[src/rtl/seg_pkg.sv]
// Shared constants, frame type and segment decoder for the 7-segment scan controller.
package seg_pkg;

  localparam int unsigned SEG_DIGITS = 8;
  localparam int unsigned SEG_W      = 7;
  localparam int unsigned NIB_W      = 4;
  localparam int unsigned IDX_W      = $clog2(SEG_DIGITS);

  localparam logic [SEG_W-1:0] SEG_BLANK = 7'h7F;
  localparam logic [SEG_W-1:0] SEG_DASH  = 7'h3F;

  // One nibble per digit, digit 0 in the low nibble
  typedef logic [SEG_DIGITS-1:0][NIB_W-1:0] frame_t;

  localparam frame_t FRAME_DASHES = frame_t'(32'hAAAA_AAAA);

  // Nibble to active-low segments {g,f,e,d,c,b,a}; A renders as a dash
  function automatic logic [SEG_W-1:0] seg_decode(input logic [NIB_W-1:0] nib);
    logic [SEG_W-1:0] seg;
    case (nib)
      4'h0:    seg = 7'h40;
      4'h1:    seg = 7'h79;
      4'h2:    seg = 7'h24;
      4'h3:    seg = 7'h30;
      4'h4:    seg = 7'h19;
      4'h5:    seg = 7'h12;
      4'h6:    seg = 7'h02;
      4'h7:    seg = 7'h78;
      4'h8:    seg = 7'h00;
      4'h9:    seg = 7'h10;
      4'hA:    seg = SEG_DASH;
      4'hB:    seg = 7'h03;
      4'hC:    seg = 7'h46;
      4'hD:    seg = 7'h21;
      4'hE:    seg = 7'h06;
      default: seg = 7'h0E;
    endcase
    return seg;
  endfunction

endpackage

[src/rtl/seg_scan_timer.sv]
// Slot counter and digit index for the scan; flags the last cycle of each frame.
module seg_scan_timer
  import seg_pkg::*;
#(
  parameter int unsigned SCAN_DIV = 1000,
  parameter int unsigned SLOT_W   = (SCAN_DIV > 1) ? $clog2(SCAN_DIV) : 1
) (
  input  logic              clk,
  input  logic              rst_n,
  output logic [SLOT_W-1:0] slot,
  output logic [IDX_W-1:0]  idx,
  output logic              boundary_c,
  output logic              frame_tick
);

  logic slot_last_c;

  assign slot_last_c = (slot == SLOT_W'(SCAN_DIV - 1));
  assign boundary_c  = slot_last_c && (idx == IDX_W'(SEG_DIGITS - 1));

  // Advance slot each cycle, step digit index on slot wrap (index wraps 7->0 naturally)
  always_ff @(posedge clk or negedge rst_n) begin
    if (!rst_n) begin
      slot       <= '0;
      idx        <= '0;
      frame_tick <= 1'b0;
    end else begin
      frame_tick <= boundary_c;
      if (slot_last_c) begin
        slot <= '0;
        idx  <= idx + IDX_W'(1);
      end else begin
        slot <= slot + SLOT_W'(1);
      end
    end
  end

endmodule

[src/rtl/seg_scan_ctrl.sv]
// Time-multiplexed 8-digit 7-segment scan controller with tear-free frame updates.
// Optional blinking is compiled in with SEG_SCAN_BLINK_EN.
module seg_scan_ctrl
  import seg_pkg::*;
#(
  parameter int unsigned SCAN_DIV     = 1000,
  parameter int unsigned DEAD_CYC     = 2,
  parameter int unsigned BLINK_FRAMES = 256
) (
  input  logic                  clk,
  input  logic                  rst_n,
  input  logic                  upd_valid,
  output logic                  upd_ready,
  input  logic [31:0]           upd_data,
`ifdef SEG_SCAN_BLINK_EN
  input  logic [SEG_DIGITS-1:0] blink_mask,
`endif
  output logic [SEG_DIGITS-1:0] dig_en_n,
  output logic [SEG_W-1:0]      seg_n,
  output logic                  frame_tick
);

  localparam int unsigned SLOT_W = (SCAN_DIV > 1) ? $clog2(SCAN_DIV) : 1;

  logic [SLOT_W-1:0]     slot;
  logic [IDX_W-1:0]      idx;
  logic                  boundary_c;
  frame_t                staging;
  frame_t                active;
  logic                  blank_c;
  logic [SEG_DIGITS-1:0] dig_c;

  seg_scan_timer #(
    .SCAN_DIV (SCAN_DIV),
    .SLOT_W   (SLOT_W)
  ) u_timer (
    .clk        (clk),
    .rst_n      (rst_n),
    .slot       (slot),
    .idx        (idx),
    .boundary_c (boundary_c),
    .frame_tick (frame_tick)
  );

  // Staging/active frame: accept when free, commit only at the frame boundary
  always_ff @(posedge clk or negedge rst_n) begin
    if (!rst_n) begin
      upd_ready <= 1'b1;
      staging   <= '0;
      active    <= FRAME_DASHES;
    end else if (boundary_c && !upd_ready) begin
      active    <= staging;
      upd_ready <= 1'b1;
    end else if (upd_valid && upd_ready) begin
      staging   <= frame_t'(upd_data);
      upd_ready <= 1'b0;
    end
  end

`ifdef SEG_SCAN_BLINK_EN
  localparam int unsigned BLINK_W = (BLINK_FRAMES > 1) ? $clog2(BLINK_FRAMES) : 1;

  logic [BLINK_W-1:0] blink_cnt;
  logic               blink_phase;

  // Blink phase flips after every BLINK_FRAMES frame boundaries
  always_ff @(posedge clk or negedge rst_n) begin
    if (!rst_n) begin
      blink_cnt   <= '0;
      blink_phase <= 1'b0;
    end else if (boundary_c) begin
      if (blink_cnt == BLINK_W'(BLINK_FRAMES - 1)) begin
        blink_cnt   <= '0;
        blink_phase <= ~blink_phase;
      end else begin
        blink_cnt <= blink_cnt + BLINK_W'(1);
      end
    end
  end

  assign blank_c = blink_phase & blink_mask[idx];
`else
  logic unused_blink_cfg;

  assign unused_blink_cfg = ^32'(BLINK_FRAMES);
  assign blank_c          = 1'b0;
`endif

  // Digit enable: dark during dead time or when blinked off, else select current digit
  always_comb begin
    dig_c = '1;
    if ((slot >= SLOT_W'(DEAD_CYC)) && !blank_c) begin
      dig_c[idx] = 1'b0;
    end
  end

  // Output registers, one cycle behind the counter state
  always_ff @(posedge clk or negedge rst_n) begin
    if (!rst_n) begin
      dig_en_n <= '1;
      seg_n    <= SEG_BLANK;
    end else begin
      dig_en_n <= dig_c;
      seg_n    <= seg_decode(active[idx]);
    end
  end

endmodule

[config.mk]
export PLATFORM = sky130hd
export DESIGN_NAME = seg_scan_ctrl
export DESIGN_NICKNAME = d
export VERILOG_FILES = /design/src/rtl/seg_pkg.sv /design/src/rtl/seg_scan_timer.sv /design/src/rtl/seg_scan_ctrl.sv
export SDC_FILE = /design/constraint.sdc
export NUM_CORES = 1
export LEC_CHECK = 0
export ABC_CLOCK_PERIOD_IN_PS = 4400
export CAP_MARGIN = 10
export CORE_MARGIN = 2
export CORE_UTILIZATION = 50
export DETAILED_ROUTE_END_ITERATION = 8
export GPL_ROUTABILITY_DRIVEN = 1
export PLACE_DENSITY = 0.72
export SYNTH_ARGS = -nofsm -noshare
export SYNTH_HDL_FRONTEND = slang
export SYNTH_HIERARCHICAL = 1
export SYNTH_SLANG_ARGS = --single-unit
[constraint.sdc]
create_clock -name clk -period 4.4 [get_ports clk]
set_clock_uncertainty 0.15 [all_clocks]
set_input_delay 0.66 -clock clk [delete_from_list [all_inputs] [get_ports clk]]
set_output_delay 0.66 -clock clk [all_outputs]
set_load 0.01 [all_outputs]
Word-level counts from Yosys, hierarchy flattened:

Memories as Yosys holds them, arrays and structs flattened. A register that Yosys moved wholly into a read port is not among the register bits.
Index checks and enable logic that the tools add are counted.

* output and inout bits: 17
* bits in read-only memories: 112
* bits in latches: 0
* memory bits (writable): 0
* memories: 1
* register bits after elaboration: 87

Memories
* (name not given): depth 16, bits a word 7, rd ports 1, clocked after memory_dff 1, write ports 0, line seg_pkg.sv:20 `case (nib)`

* multiply operators: 0
* multiplexer cells: 8
* bitwise operators: 2
* shift operators: 0
* div/mod/pow operators: 0
* magnitude comparators: 3
* add/sub/neg operators: 2
* reductions and logical operators: 8
* equality and inequality tests: 2

Operators with widths (number)
* $bmux W4 S3: 1
* $add A10 B1 Y10 const B: 1
* $eq A10 B10 Y1 const B: 1
* $ge A10 B2 Y1 const B: 1
* $mux W10: 1
* $mux W8: 1
* $not A8 Y8: 1
* $logic_and A1 B1 Y1: 4
* $lt A3 B4 Y1 const B: 1
* $mux W4: 1
* $add A3 B1 Y3 const B: 1
* $demux W1 S3: 1
* $eq A3 B3 Y1 const B: 1
* $ge A3 B1 Y1 const B: 1
* $mux W1: 3
* $logic_not A1 Y1: 2
* $reduce_and A2 Y1: 1
* $reduce_bool A2 Y1: 1
* $not A1 Y1: 1

Depth between registers and ports, before layout:

Gate-level depths: netlist of run 1.

* word-level depth: 6
* depth in mapped cells: 9
* depth with buffers taken out: 7

By module:

The synthesis of run 1 kept the hierarchy.

Modules (own cells, without submodules)
* seg_scan_ctrl: seq. area each 2042.0 um^2, cells an instance 225, area each 3459.6 um^2, times used 1
* seg_scan_timer: seq. area each 350.3 um^2, cells an instance 58, area each 678.2 um^2, times used 1

Worst setup path before layout of run 1:

Ideal clock, no wire load.

* kind: reg2reg
* start: register u_timer.slot[0]
* end: register active[0] (netlist bit)
* period minus slack after synthesis: 2.586 ns
* required time: 4.125 ns
* stages on the path, launching flop included: 9
* setup time: 0.125 ns
* buffers on the path: 2
* data arrival time: 2.312 ns
* setup slack: 1.814 ns
* cell sequence: dfrtp_1 ha_1 nand4bb_4 nor3_4 and2_1 nor2b_1 clkbuf_1 buf_1 mux2_2

* cells in the longest elaborated chain, start to end: 3

RTL lines
* start, declared: line seg_scan_timer.sv:10 `output logic [SLOT_W-1:0] slot,`
* start signal, assigned: line seg_scan_timer.sv:33 `slot <= slot + SLOT_W'(1);`
* $eq A10 B10 Y1: line seg_scan_timer.sv:18 `assign slot_last_c = (slot == SLOT_W'(SCAN_DIV - 1));`
* $logic_and A1 B1 Y1: line seg_scan_timer.sv:19 `assign boundary_c = slot_last_c && (idx == IDX_W'(SEG_DIGITS - 1));`
* named net boundary_c: line seg_scan_ctrl.sv:27 `logic boundary_c;`
* $logic_and A1 B1 Y1: line seg_scan_ctrl.sv:51 `end else if (boundary_c && !upd_ready) begin`
* end signal, assigned: line seg_scan_ctrl.sv:52 `active <= staging;`
* end, declared: line seg_scan_ctrl.sv:29 `frame_t active;`

The timed path passes the listed nets, and every way through them passes these cells.
A chain may end at the register's enable or synchronous reset.

Worst setup path in the final report of run 1:

* start: register u_timer.idx[2]
* end: register seg_n[0]

* cells in the longest elaborated chain, start to end: 2

RTL lines
* start, declared: line seg_scan_timer.sv:11 `output logic [IDX_W-1:0] idx,`
* start signal, assigned: line seg_scan_timer.sv:31 `idx <= idx + IDX_W'(1);`
* $bmux W4 S3: line seg_scan_ctrl.sv:104 `seg_n <= seg_decode(active[idx]);`
* $mux W4 (implied by the code): line seg_scan_ctrl.sv:104
* end, declared: line seg_scan_ctrl.sv:19 `output logic [SEG_W-1:0] seg_n,`

No other way between the ends. The select of a mux whose other input is x is not followed.

==> results.yml, run 1 <==
logic_synthesis:
  yosys_most_used_dff: "dfrtp_1"
  syn_area_per_cell_um2: 14.62
  synth_cell_types: 51
  netlist_instances: 283
  synthesis.nets: 328
  ys.warnings.count: 6
  synth_seq_cells: 94
  ys_seq_area_frac: 0.5782
  synth_edf_count: 0
  synthesis.area_mm2: 0.004138
  yosys.area.top_type: "dfrtp_1"
  synth_top_area_share: 0.3750
  synth_area_leaders: "dfrtp_1 (37%), dfstp_2 (20%), mux2_2 (19%)"
  async_reset_ff_frac: 1.000
finish:
  nets: 380
  final_common_cell: "mux2_2"
  multiInputGateArea_mm2: 0.001649
  layout_common_cells: "mux2_2 (71), dfrtp_1 (62), clkdlybuf4s50_1 (50)"
  seq_area_mm2: 0.002392
  syn_to_final_growth_pct: 19.75
  n_fill_cell: 645
  drive_gt1_frac: 0.4059
  final_cells: 445
  n_antenna_cell: 0
power:
  leakage_nw: 2.276
  powerDensity_mw_per_mm2: 313.4
  vdd_drop_max_mv: 0.2301
critical_path:
  slowest_delay_ns: 0.81
  worst-endpoint-required_ns: 4.53
  worstPathArrival_ns: 2.98
  critPathSlowestCell: "dfrtp_1"
  rr_worst_depth: 5
  r2r_slack_ns: 1.54
  end_kind: "register"
  worstPathCellList: "mux2_2 -> a32o_1 -> a211oi_2 -> xnor2_1 -> a221o_1"
  start_kind: "register"
  critPathMaxFanout: 19
  regToRegEndpoint: "seg_n[0]"
  crit_family: "compound AO/OA/AOI/OAI gates"
  r2r_start: "u_timer/idx[2]"
  crit_type: "reg -> reg"
  critPathBufInv: 0
drt:
  wirelength_um: 6724
  top_layer_used: "met4"
  wl_met2_um: 3325
  vias_per_cell: 5.339
  final_antenna_net_count: 0
  dr_wl_met3_um: 268
  drc: 0
  first_pass_iters: 4
  drt-met1-wl_um: 3069
  num_vias: 2376
  wire_per_inst_um: 15.11
  first_iter_violations: 74
floorplanning:
  core-area_mm2: 0.008134
  die_area_mm2: 0.009019
  die_h_um: 94.97
  fp-row-count: 33
  start_util: 0.5087
  ios: 52
  dieWidth_um: 94.97
global_routing:
  gr-total-overflow: 0
  grtUsageTotal: 0.1679
  grt_pass1_vias: 2415
  grt_pass1_wl_um: 11540
  grt_max_degree: 69
  antenna_found_initial: 0
clock_network:
  clk_path_buf_depth: 2
  tritoncts: "done"
  clock-sinks: 94
  insertion_delay_ns: 0.35
  ctsResizeCount: 0
  cts_root_buf: "clkbuf_8"
  hold_buffers: 0
  htreeDepth: 3
  cts_setup_buffers: 0
  cts_buffers: 9
  clkTransAtPathRegs_ns: 0.09
timing:
  setup_ws_ns: 1.543
  finalHoldViolations: 0
  drv_slew: 0
  post-route-period-util: 0.6493
  setup_tns_ns: 0
  worst-slew-pin-transition_ns: 0.8601
  fmax_mhz: 350.0
  setup_viol: 0
  finalCriticalPeriod_ns: 2.857
  maxSlewHeadroom: 0.4256
  rsz0062_at_grt: "false"
placement:
  pre_cts_slack_ns: 1.565
  dp_cells: 429
  port_buffers: 51
  hpwl_um: 4545
  gp_congestion: 0.7875
job:
  drv_cap: 0
hold_path:
  hp-class: "in -> async"
outcome:
  status: "finished clean"
-- cells in the mapped netlist (2+ instances only) --
| library cell | number |
|---|---|
| nor2_1 | 6 |
| nand3b_1 | 2 |
| nor4_1 | 2 |
| nand3_1 | 10 |
| xnor2_1 | 2 |
| inv_1 | 5 |
| a21oi_1 | 3 |
| xor2_1 | 3 |
| mux2i_1 | 6 |
| nor2b_1 | 2 |
| nor3_1 | 3 |
| buf_6 | 2 |
| nand2_1 | 11 |
| buf_4 | 3 |
| o211ai_1 | 2 |
| nand4_1 | 2 |
| ha_1 | 10 |
| dfstp_2 | 32 |
| and2_1 | 2 |
| o21ai_0 | 4 |
| buf_1 | 6 |
| mux2_2 | 71 |
| mux4_2 | 5 |
| dfrtp_1 | 62 |
-- cell families (layout without fill, tap and decap cells) --
kind of cell	Yosys count	after routing	synth area share
flip-flops	94	94	0.5782
multiplexers	84	84	0.2468
AND/OR/NAND/NOR	49	49	0.07137
AO/OA/AOI/OAI	22	22	0.03901
buffers and inverters	19	76	0.02389
adder cells (fa/ha/maj)	10	10	0.03024
XOR/XNOR	5	5	0.01059
-- layer usage --
metal / vias to the layer above / global-route usage
met5: - / 0
met4: 0 / 0.04227
met3: 6 / 0.05108
met2: 57 / 0.2801
met1: 1181 / 0.2151
li1: 1132 / -
-- through the flow --
stage	util	hold WS, ns	power, W	instance area, um2
after floorplan	-	0.2144	0.0008811	4138
after global placement	0.5810	0.3175	0.0009280	4726
after detailed placement	0.5810	0.3333	0.0009282	4726
after CTS	0.6091	0.2771	0.001575	4955
after global routing	0.6091	0.3080	0.001614	4955
final	0.6091	0.2453	0.001553	4955
-- flip-flops by register name, indices dropped and copies added, names as in the netlist --
name,flops
active,32
dig_en_n,8
seg_n,7
staging,32
u_timer/frame_tick,1
u_timer/idx,3
u_timer/slot,10
upd_ready,1
-- how the worst max path moves through the flow --
| stage | start | endpoint | slack (ns) | cells past startpoint |
|---|---|---|---|---|
| floorplan | u_timer/slot[0] | active[0] | 1.81 | 8 |
| global placement | u_timer/idx[0] | seg_n[5] | 1.57 | 6 |
| finish | u_timer/idx[2] | seg_n[0] | 1.54 | 5 |
| CTS | u_timer/idx[0] | seg_n[5] | 1.55 | 6 |
| detailed placement | u_timer/idx[0] | seg_n[5] | 1.57 | 6 |
| global route | u_timer/idx[0] | seg_n[5] | 1.33 | 6 |
-- final cells by class --
cell class,instances,share of cell area
inverter,6,0.004545
clock buffer,10,0.02778
clock inverter,6,0.01843
timing repair buffer,54,0.1071
sequential,94,0.4828
multi-input combinational,170,0.3328
tap,105,0.02652
-- worst reg2reg max path, cell delays in order, from the launching register on --
cell	delay, ns
dfrtp_1	0.81
mux2_2	0.41
a32o_1	0.24
a211oi_2	0.68
xnor2_1	0.17
a221o_1	0.33
-- power breakdown --
part           total [W]  switching (W)  internal [W]
combinational  0.0000459      0.0000193     0.0000265
sequential      0.000865              0      0.000865
clock           0.000642       0.000301      0.000341
total            0.00155       0.000320       0.00123
(Power assumes the default switching activity.)
==> inputs of run 2 (changes only) <==
ABC_CLOCK_PERIOD_IN_PS = 2400   (was 4400)
PLACE_DENSITY = 0.75   (was 0.72)
clock period = 2.4 ns   (was 4.4 ns; I/O delays follow)
==> run 2 against run 1 <==
Effect of this change:
- cell count rose by 2.0%
- core utilization is 1.7 points higher
- global-route usage up 0.32 points
- register-to-register slack got worse by 1.4 ns
- routed wire length grew 2.6%
- die area unchanged
- sequential share of layout area is 1.3 points lower
- total power rose by 95%
- highest routed layer unchanged
==> results.yml, run 2 (same netlist as run 1, synthesis figures left out) <==
outcome:
  status: "finished clean"
timing:
  setup_viol: 0
  fmax_mhz: 448.2
  post-route-period-util: 0.9297
  drv_slew: 0
  worst-slew-pin-transition_ns: 0.4298
  finalHoldViolations: 0
  finalCriticalPeriod_ns: 2.231
  maxSlewHeadroom: 0.7135
  setup_tns_ns: 0
  rsz0062_at_grt: "false"
  hold_ws_ns: 0.2455
clock_network:
  cts_setup_buffers: 0
  clock-sinks: 94
  tritoncts: "done"
  insertion_delay_ns: 0.36
  clk_path_buf_depth: 2
  cts_root_buf: "clkbuf_8"
  htreeDepth: 3
  clkTransAtPathRegs_ns: 0.09
  cts_buffers: 9
drt:
  vias_per_cell: 5.328
  wire_per_inst_um: 15.19
  first_iter_violations: 85
  wirelength_um: 6898
  drc: 0
  num_vias: 2419
  first_pass_iters: 4
  final_antenna_net_count: 0
floorplanning:
  ios: 52
  start_util: 0.5087
  die_area_mm2: 0.009019
  dieWidth_um: 94.97
  core-area_mm2: 0.008134
  fp-row-count: 33
  die_h_um: 94.97
finish:
  drive_gt1_frac: 0.4241
  multiInputGateArea_mm2: 0.001652
  syn_to_final_growth_pct: 23.04
  seq_area_mm2: 0.002394
  layout_common_cells: "mux2_2 (71), dfrtp_1 (61), clkdlybuf4s50_1 (50)"
  final_common_cell: "mux2_2"
  n_antenna_cell: 0
  post-route-util: 0.6259
  final_area_mm2: 0.005091
  reg.largest.list: "active: 32 flops, staging: 32 flops, u_timer/slot: 10 flops"
  nets: 389
  n_fill_cell: 626
global_routing:
  grt_pass1_wl_um: 11780
  grt_busiest_layer: "met2"
  grtUsageTotal: 0.1711
  grt_use_met3: 0.03751
  gr-total-overflow: 0
  grt_max_degree: 77
  antenna_found_initial: 0
  grt_util_met2: 0.2606
  grt_pass1_vias: 2399
  use_met1: 0.2391
power:
  powerDensity_mw_per_mm2: 596.0
  leakage_nw: 2.341
  vdd_drop_max_mv: 0.2823
placement:
  dpl_cell_area_mm2: 0.004811
  hpwl_um: 4785
  gp_congestion: 0.8018
  port_buffers: 51
critical_path:
  crit_type: "reg -> reg"
  start_kind: "register"
  cp_common_cell: "ha_1"
  worstPathArrival_ns: 2.32
  slowest_delay_ns: 0.51
  critPathMaxFanout: 32
  critPathSlowestCell: "dfrtp_2"
  worstPathCellList: "buf_4 -> ha_1 -> ha_1 -> and2_1 -> nor2b_2 -> buf_12 -> mux2_2"
  end_kind: "register"
  worst-endpoint-required_ns: 2.49
job:
  drv_cap: 0
hold_path:
  hp-class: "in -> async"
-- run 2: repair_timing --
| action | 4_1_cts | 5_1_grt |
|---|---|---|
| gates resized for setup | 0 | 2 |
| endpoints found under the setup margin | 0 | 36 |
| hold buffers | 1 | 0 |
| endpoints found under the hold margin | 18 | 0 |
-- run 2: final cells by class --
class                           count  share of cell area
Clock buffer                        9             0.02433
Clock inverter                      7             0.02802
Inverter                            6            0.004424
Multi-Input combinational cell    170              0.3244
Sequential cell                    94              0.4701
Tap cell                          105             0.02580
Timing Repair Buffer               63              0.1229
-- run 2: worst paths after layout --
| path | from | endpoint | slack (ns) | cells past startpoint |
|---|---|---|---|---|
| hold reg to reg | u_timer/slot[0] | u_timer/slot[0] | 0.35 | 1 |
| setup / recovery | u_timer/idx[0] | active[16] | 0.17 | 7 |
| max in group asynchronous | rst_n | active[29] | 1.16 | 3 |
| setup reg to reg | u_timer/idx[0] | active[16] | 0.17 | 7 |
| hold / removal | rst_n | u_timer/slot[9] | 0.25 | 2 |
| min in group clk | u_timer/slot[0] | u_timer/slot[0] | 0.35 | 1 |
-- run 2: worst max-delay path: cells and delay by family (launching register included) --
family                   cells  cell delay (ns)
adder cells (fa/ha/maj)      2             0.31
buffers and inverters        2             0.42
flip-flops                   1             0.51
multiplexers                 1             0.36
AND/OR/NAND/NOR              2             0.35
-- run 2: where the power goes --
part	total [W]	internal, W	switching, W
clock	0.00136	0.000803	0.000558
sequential	0.00159	0.00159	0
combinational	0.0000876	0.0000522	0.0000354
total	0.00303	0.00244	0.000594
-- run 2: stage by stage --
| stage | setup slack, ns | std cells | power, W |
|---|---|---|---|
| after global placement | 0.03535 | 437 | 0.001704 |
| after global routing | 0.02208 | 454 | 0.003138 |
| after CTS | 0.001226 | 454 | 0.003065 |
| after detailed placement | 0.02802 | 437 | 0.001704 |
| final | 0.1687 | 454 | 0.003034 |
| after floorplan | 0.04140 | 283 | 0.001615 |
-- run 2: layer usage --
| layer | vias up | share of wire |
|---|---|---|
| met5 | - | 0 |
| met4 | 0 | 0.021 |
| met3 | 13 | 0.034 |
| met2 | 53 | 0.47 |
| met1 | 1205 | 0.47 |
| li1 | 1148 | - |
==> inputs of run 3 (changes only) <==
SLEW_MARGIN = 20   (was default)
==> results of run 3 <==
No change in the layout: final DEF, timing and power equal those of run 2.
==> patch 1, RTL diff (settings of run 3) <==
`SCAN_DIV` is set to 1000 in 2 places; all go to 2000.
--- a/src/rtl/seg_scan_timer.sv
+++ b/src/rtl/seg_scan_timer.sv
@@ -2,7 +2,7 @@
 module seg_scan_timer
   import seg_pkg::*;
 #(
-  parameter int unsigned SCAN_DIV = 1000,
+  parameter int unsigned SCAN_DIV = 2000,
   parameter int unsigned SLOT_W   = (SCAN_DIV > 1) ? $clog2(SCAN_DIV) : 1
 ) (
   input  logic              clk,
--- a/src/rtl/seg_scan_ctrl.sv
+++ b/src/rtl/seg_scan_ctrl.sv
@@ -3,7 +3,7 @@
 module seg_scan_ctrl
   import seg_pkg::*;
 #(
-  parameter int unsigned SCAN_DIV     = 1000,
+  parameter int unsigned SCAN_DIV     = 2000,
   parameter int unsigned DEAD_CYC     = 2,
   parameter int unsigned BLINK_FRAMES = 256
 ) (
Formal check against the unedited RTL: no difference found for any inputs over 10 cycles, from zero or initial values and one cycle with rst_n low; that may be too few to reach the edited logic, so the function may still have changed.
==> patch 1 against run 3 <==
- sequential share of layout area is 0.84 points lower
- combinational power is 4.8% higher
- total power is 7.0% lower
- wire length is 9.0% higher
- setup slack worse by 0.036 ns
- synthesized area is 1.2% higher
- sequential cell count is 1 higher
- utilization is 1.5 points higher
- design area is 2.9% higher
==> patch 1: results (changes against run 3) <==
- Status: finished, final reports clean
- CP arrival: 2.41 ns (+0.09 ns)
- Met2 wire len: 3.64 mm (+11%)
- Share of layout cells above drive strength 1: 42.3% (-0.099 points)
- Max_slew headroom: 61.9% (-9.4 points)
- Clk pwr share: 40.0% (-4.9 points)
- Drt pass-1 iters: 4 (unchanged)
- Power Internal: 2.25 mW (-8.0%)
- Reg2reg path depth: 6 (-1)
- Synth Area per Inst: 14.6 sq um (-0.17%)
- Sequential Power Share: 56.8% (+4.5 points)
- Power in the clock group: 1.13 mW (-17%)
- HP Class: flip-flop to flip-flop
- Largest net degree at the start of global routing: 45 (-42%)
- Seq/Total Area, Yosys: 57.7% (-0.11 points)
- Via Count: 2511 (+3.8%)
- Iter 0 DRT Violations: 111 (+31%)
- Routed wire length on met3: 296 um (+27%)
- Cells resized by post-CTS repair: 2 (+2)
- Most area-consuming cells after synthesis: dfrtp_1 38%, dfstp_2 20%, mux2_2 19%
- Synth cell count leaders: 69 x mux2_2, 63 x dfrtp_1, 32 x dfstp_2, 11 x nand2_1, 10 x ha_1
- Largest stage delay, worst path: 0.61 ns (+0.10 ns)
- Post-synth cell types: 45 (-12%)
- Grt met1 use: 24.8% (+0.86 points)
- Detailed placement HPWL: 5.26 mm (+10%)
- Top Registers: active x32, staging x32, u_timer/slot x11
- CP max stage cell: dfrtp_1
- Post-Route WL: 7.52 mm (+9.0%)
- Crit. Startpoint: u_timer/idx[2]
- Dpl cells: 450 (+3.0%)
- Post-Synthesis Net Count: 332 (+1.2%)
- Reg2reg setup slack: 0.13 ns (-0.04 ns)
- Met3 Use GR: 3.72% (-0.036 points)
- WL met1: 3.40 mm (+4.6%)
- Met2 usage: 29.5% (+3.5 points)
- Max VDD drop: 0.316 mV (+12%)
- Wire per inst: 16.0 um (+5.5%)
- Worst Path Max Fanout: 9 (-72%)
- Leak Pwr: 2.43 nW (+3.9%)
==> patch 1: cell types whose count changed after synthesis, moves of 2 or more <==
cell      delta
a41oi_1      +2
and3_1       +2
buf_2        +2
buf_4        -2
mux2_2       -2
mux2i_1      +2
mux4_2       +3
nand3_1      -2
nand4_1      +2
nor2b_1      +3
nor3_1       -3
o211ai_1     +2
==> patch 1: final cells by class <==
class / count / area [sq um]
fill: 619 / 2940
sequential: 95 / 2420
multi-input combinational: 172 / 1710
timing repair buffer: 74 / 738
clock buffer: 11 / 131
tap: 105 / 131
clock inverter: 5 / 82.6
inverter: 7 / 26.3
==> patch 1: worst register-to-register path, cell delays in order (launching register included) <==
cell     delay [ns]
dfrtp_1        0.61
mux4_2         0.37
mux2_2         0.28
inv_1          0.08
ha_1           0.26
mux2_2         0.27
a22o_1         0.18
==> patch 1: how the worst min path moves through the flow <==
stage                           start                  to  slack, ns  depth (start not counted)
after floorplan                 rst_n           active[0]      -0.09                          0
after global placement          rst_n  u_timer/frame_tick       0.24                          1
after detailed placement        rst_n  u_timer/frame_tick       0.24                          1
after CTS                 staging[16]          active[16]       0.36                          1
after global routing       staging[7]          staging[7]       0.38                          1
final                     staging[16]          active[16]       0.36                          1
==> patch 1: cells by family (layout without fill, tap and decap cells) <==
group / after synthesis / in the layout / synth area share (%)
simple gates: 50 / 50 / 7.11
buf+inv: 20 / 97 / 2.15
xor+xnor: 5 / 5 / 1.05
mux: 87 / 87 / 25.6
compound gates: 20 / 20 / 3.38
fa+ha+maj: 10 / 10 / 2.99
flops: 95 / 95 / 57.7
==> patch 1: per-stage QoR <==
step	TNS [ns]	util, %	setup slack, ns
floorplan	0	-	0.0431
global placement	0	60.6	0.0216
detailed placement	-0.239	60.6	-0.0912
CTS	0	63.5	0.0801
global route	0	64.1	0.00771
finish	0	64.1	0.133
==> patch 2, RTL diff (config.mk and constraints of run 3) <==
Without the edit above. Remove the register `seg_n`: a continuous assignment takes its place, so the output `seg_n` follows one clock earlier.
--- a/src/rtl/seg_scan_ctrl.sv
+++ b/src/rtl/seg_scan_ctrl.sv
@@ -98,12 +98,12 @@
   always_ff @(posedge clk or negedge rst_n) begin
     if (!rst_n) begin
       dig_en_n <= '1;
-      seg_n    <= SEG_BLANK;
     end else begin
       dig_en_n <= dig_c;
-      seg_n    <= seg_decode(active[idx]);
     end
   end
 
+  assign seg_n = seg_decode(active[idx]);
+
 endmodule
 
Function: changed (Yosys sat finds a counterexample within 4 cycles, from zero or initial values and one cycle with rst_n low).
==> patch 2 against run 3 <==
- the flow now finishes with violations (negative setup slack)
- setup slack got worse by 0.66 ns
- critical path depth unchanged
- synthesized area decreased by 4.8%
- first-iteration DRC count decreased by 14%
- design area grew 1.2%
- wire length rose by 7.7%
- count of clock-buffer cells in the layout did not move
- cell count increased by 4.8%
- total power fell by 12%
- synthesized cell count up 1.1%
- clock power is 18% lower
- via count grew 6.4%
- sequential cell count is 7 lower
- critical endpoint is now seg_n[4]
- highest routed layer unchanged
==> patch 2: results (changes against run 3) <==
- Met2 usage: 32.1% (+6.0 points)
- Setup Viol. Count Final: 7 (+7)
- Post-Layout Cell Count: 476 (+4.8%)
- Post-Route WL: 7.43 mm (+7.7%)
- R2r startpoint: u_timer/slot[0]
- Met3 Use GR: 3.91% (+0.15 points)
- GRT Overall Usage: 18.4% (+1.3 points)
- Compound-Gate Fraction of Synth Area: 6.04% (+2.1 points)
- Fin nets: 414 (+6.4%)
- Grt met1 use: 23.0% (-0.87 points)
- Most area-consuming cells after synthesis: dfrtp_1 39%, mux2_2 19%, dfstp_2 17%
- # diodes: 0 (unchanged)
- Dpl cells: 453 (+3.7%)
- Largest stage delay, worst path: 0.53 ns (+0.02 ns)
- Leak Pwr: 2.36 nW (+0.72%)
- Setup WS pre-CTS: -0.521 ns (-0.549 ns)
- HP Class: flip-flop to flip-flop
- Placed inst area: 4750 sq um (-1.3%)
- Mux cell area share after synthesis: 22.7% (-1.9 points)
- Power in the clock group: 1.11 mW (-18%)
- Post-synthesis adder-cell area fraction: 3.18% (+0.15 points)
- Wire per inst: 15.6 um (+2.8%)
- Synth Area per Inst: 13.8 sq um (-5.8%)
- Setup TNS: -3.14 ns (-3.14 ns)
- Largest net degree at the start of global routing: 42 (-45%)
- CP arrival: 2.38 ns (+0.06 ns)
- Placer Congestion: 0.896 (+12%)
- Power Combinational: 86.4 uW (-1%)
- Crit path max-delay family: multiplexers
- Worst Path Max Fanout: 6 (-81%)
- Xor/xnor cell area share of the yosys netlist: 1.11% (+0.053 points)
- Fillers: 560 (-11%)
- Via Count: 2574 (+6.4%)
- Setup ws final: -0.494 ns (-0.662 ns)
- Share of layout cells above drive strength 1: 49.5% (+7.1 points)
- Max VDD drop: 0.365 mV (+29%)
- Flop+latch power: 1.47 mW (-8%)
- Seq/Total Area, Yosys: 56.1% (-1.7 points)
- Detailed placement HPWL: 5.30 mm (+11%)
- Failing checks: negative setup slack
- Post-synth cell types: 50 (-2.0%)
- Iter 0 DRT Violations: 73 (-14%)
- Status: finished, violations left
- Psw: 553 uW (-6.9%)
- Slew @ Worst Pin: 0.507 ns (+0.0771 ns)
[patch 2: changes by cell type after synthesis, sizes merged, moves of 2 or more]
cell,before,now
mux2,71,68
buf,12,10
a21o,0,2
nand2,11,20
nand3,10,5
mux4,6,4
dfstp,32,25
mux2i,7,2
a221o,1,4
a221oi,0,2
nor2,6,11
[patch 2: area by class of cell]
cell class	count	area, sq um	area share, %
flip-flops and latches	87	2210	42.9
multi-input cells	182	1800	35.0
repair buffers	83	763	14.8
well taps	102	128	2.48
clock buffers	9	124	2.40
clock inverters	7	95.1	1.85
inverters	6	30.0	0.583
[patch 2: worst register-to-register path: cells and delay by family (launching register included)]
| family | cells | cell delay [ns] |
|---|---|---|
| fa+ha+maj | 1 | 0.26 |
| mux | 1 | 0.36 |
| flops | 1 | 0.40 |
| simple gates | 4 | 0.76 |
| buf+inv | 1 | 0.21 |
[patch 2: cell families (layout without fill, tap and decap cells)]
logic type	after synthesis	in the layout
AOI/OAI and AO/OA	31	31
xor gates and xnor gates	5	5
adders and majority gates	10	10
buffers and inverters	17	105
DFF	87	87
muxes	74	74
and+or+nand+nor	62	62
[patch 2: what timing repair did]
| item | in CTS | in global routing |
|---|---|---|
| endpoints found under the hold margin | 28 | 0 |
| buffers inserted | 5 | 1 |
| resized for setup | 52 | 11 |
| pin swaps | 6 | 4 |
| endpoints found under the setup margin | 7 | 19 |
| hold buffers | 1 | 0 |
[patch 2: final timing paths]
kind                            cells after the start              end
worst max register to register                      7       active[20]
min in group asynchronous                           2  u_timer/slot[2]
worst min-delay path                                1  u_timer/slot[0]
worst max-delay path                                7         seg_n[4]
worst min register to register                      1  u_timer/slot[0]
max in group asynchronous                           3       active[11]
[patch 2: routing by layer]
metal,vias up,wire [um]
li1,1210,-
met1,1300,3250
met2,52,3830
met3,12,249
met4,0,96
met5,-,0
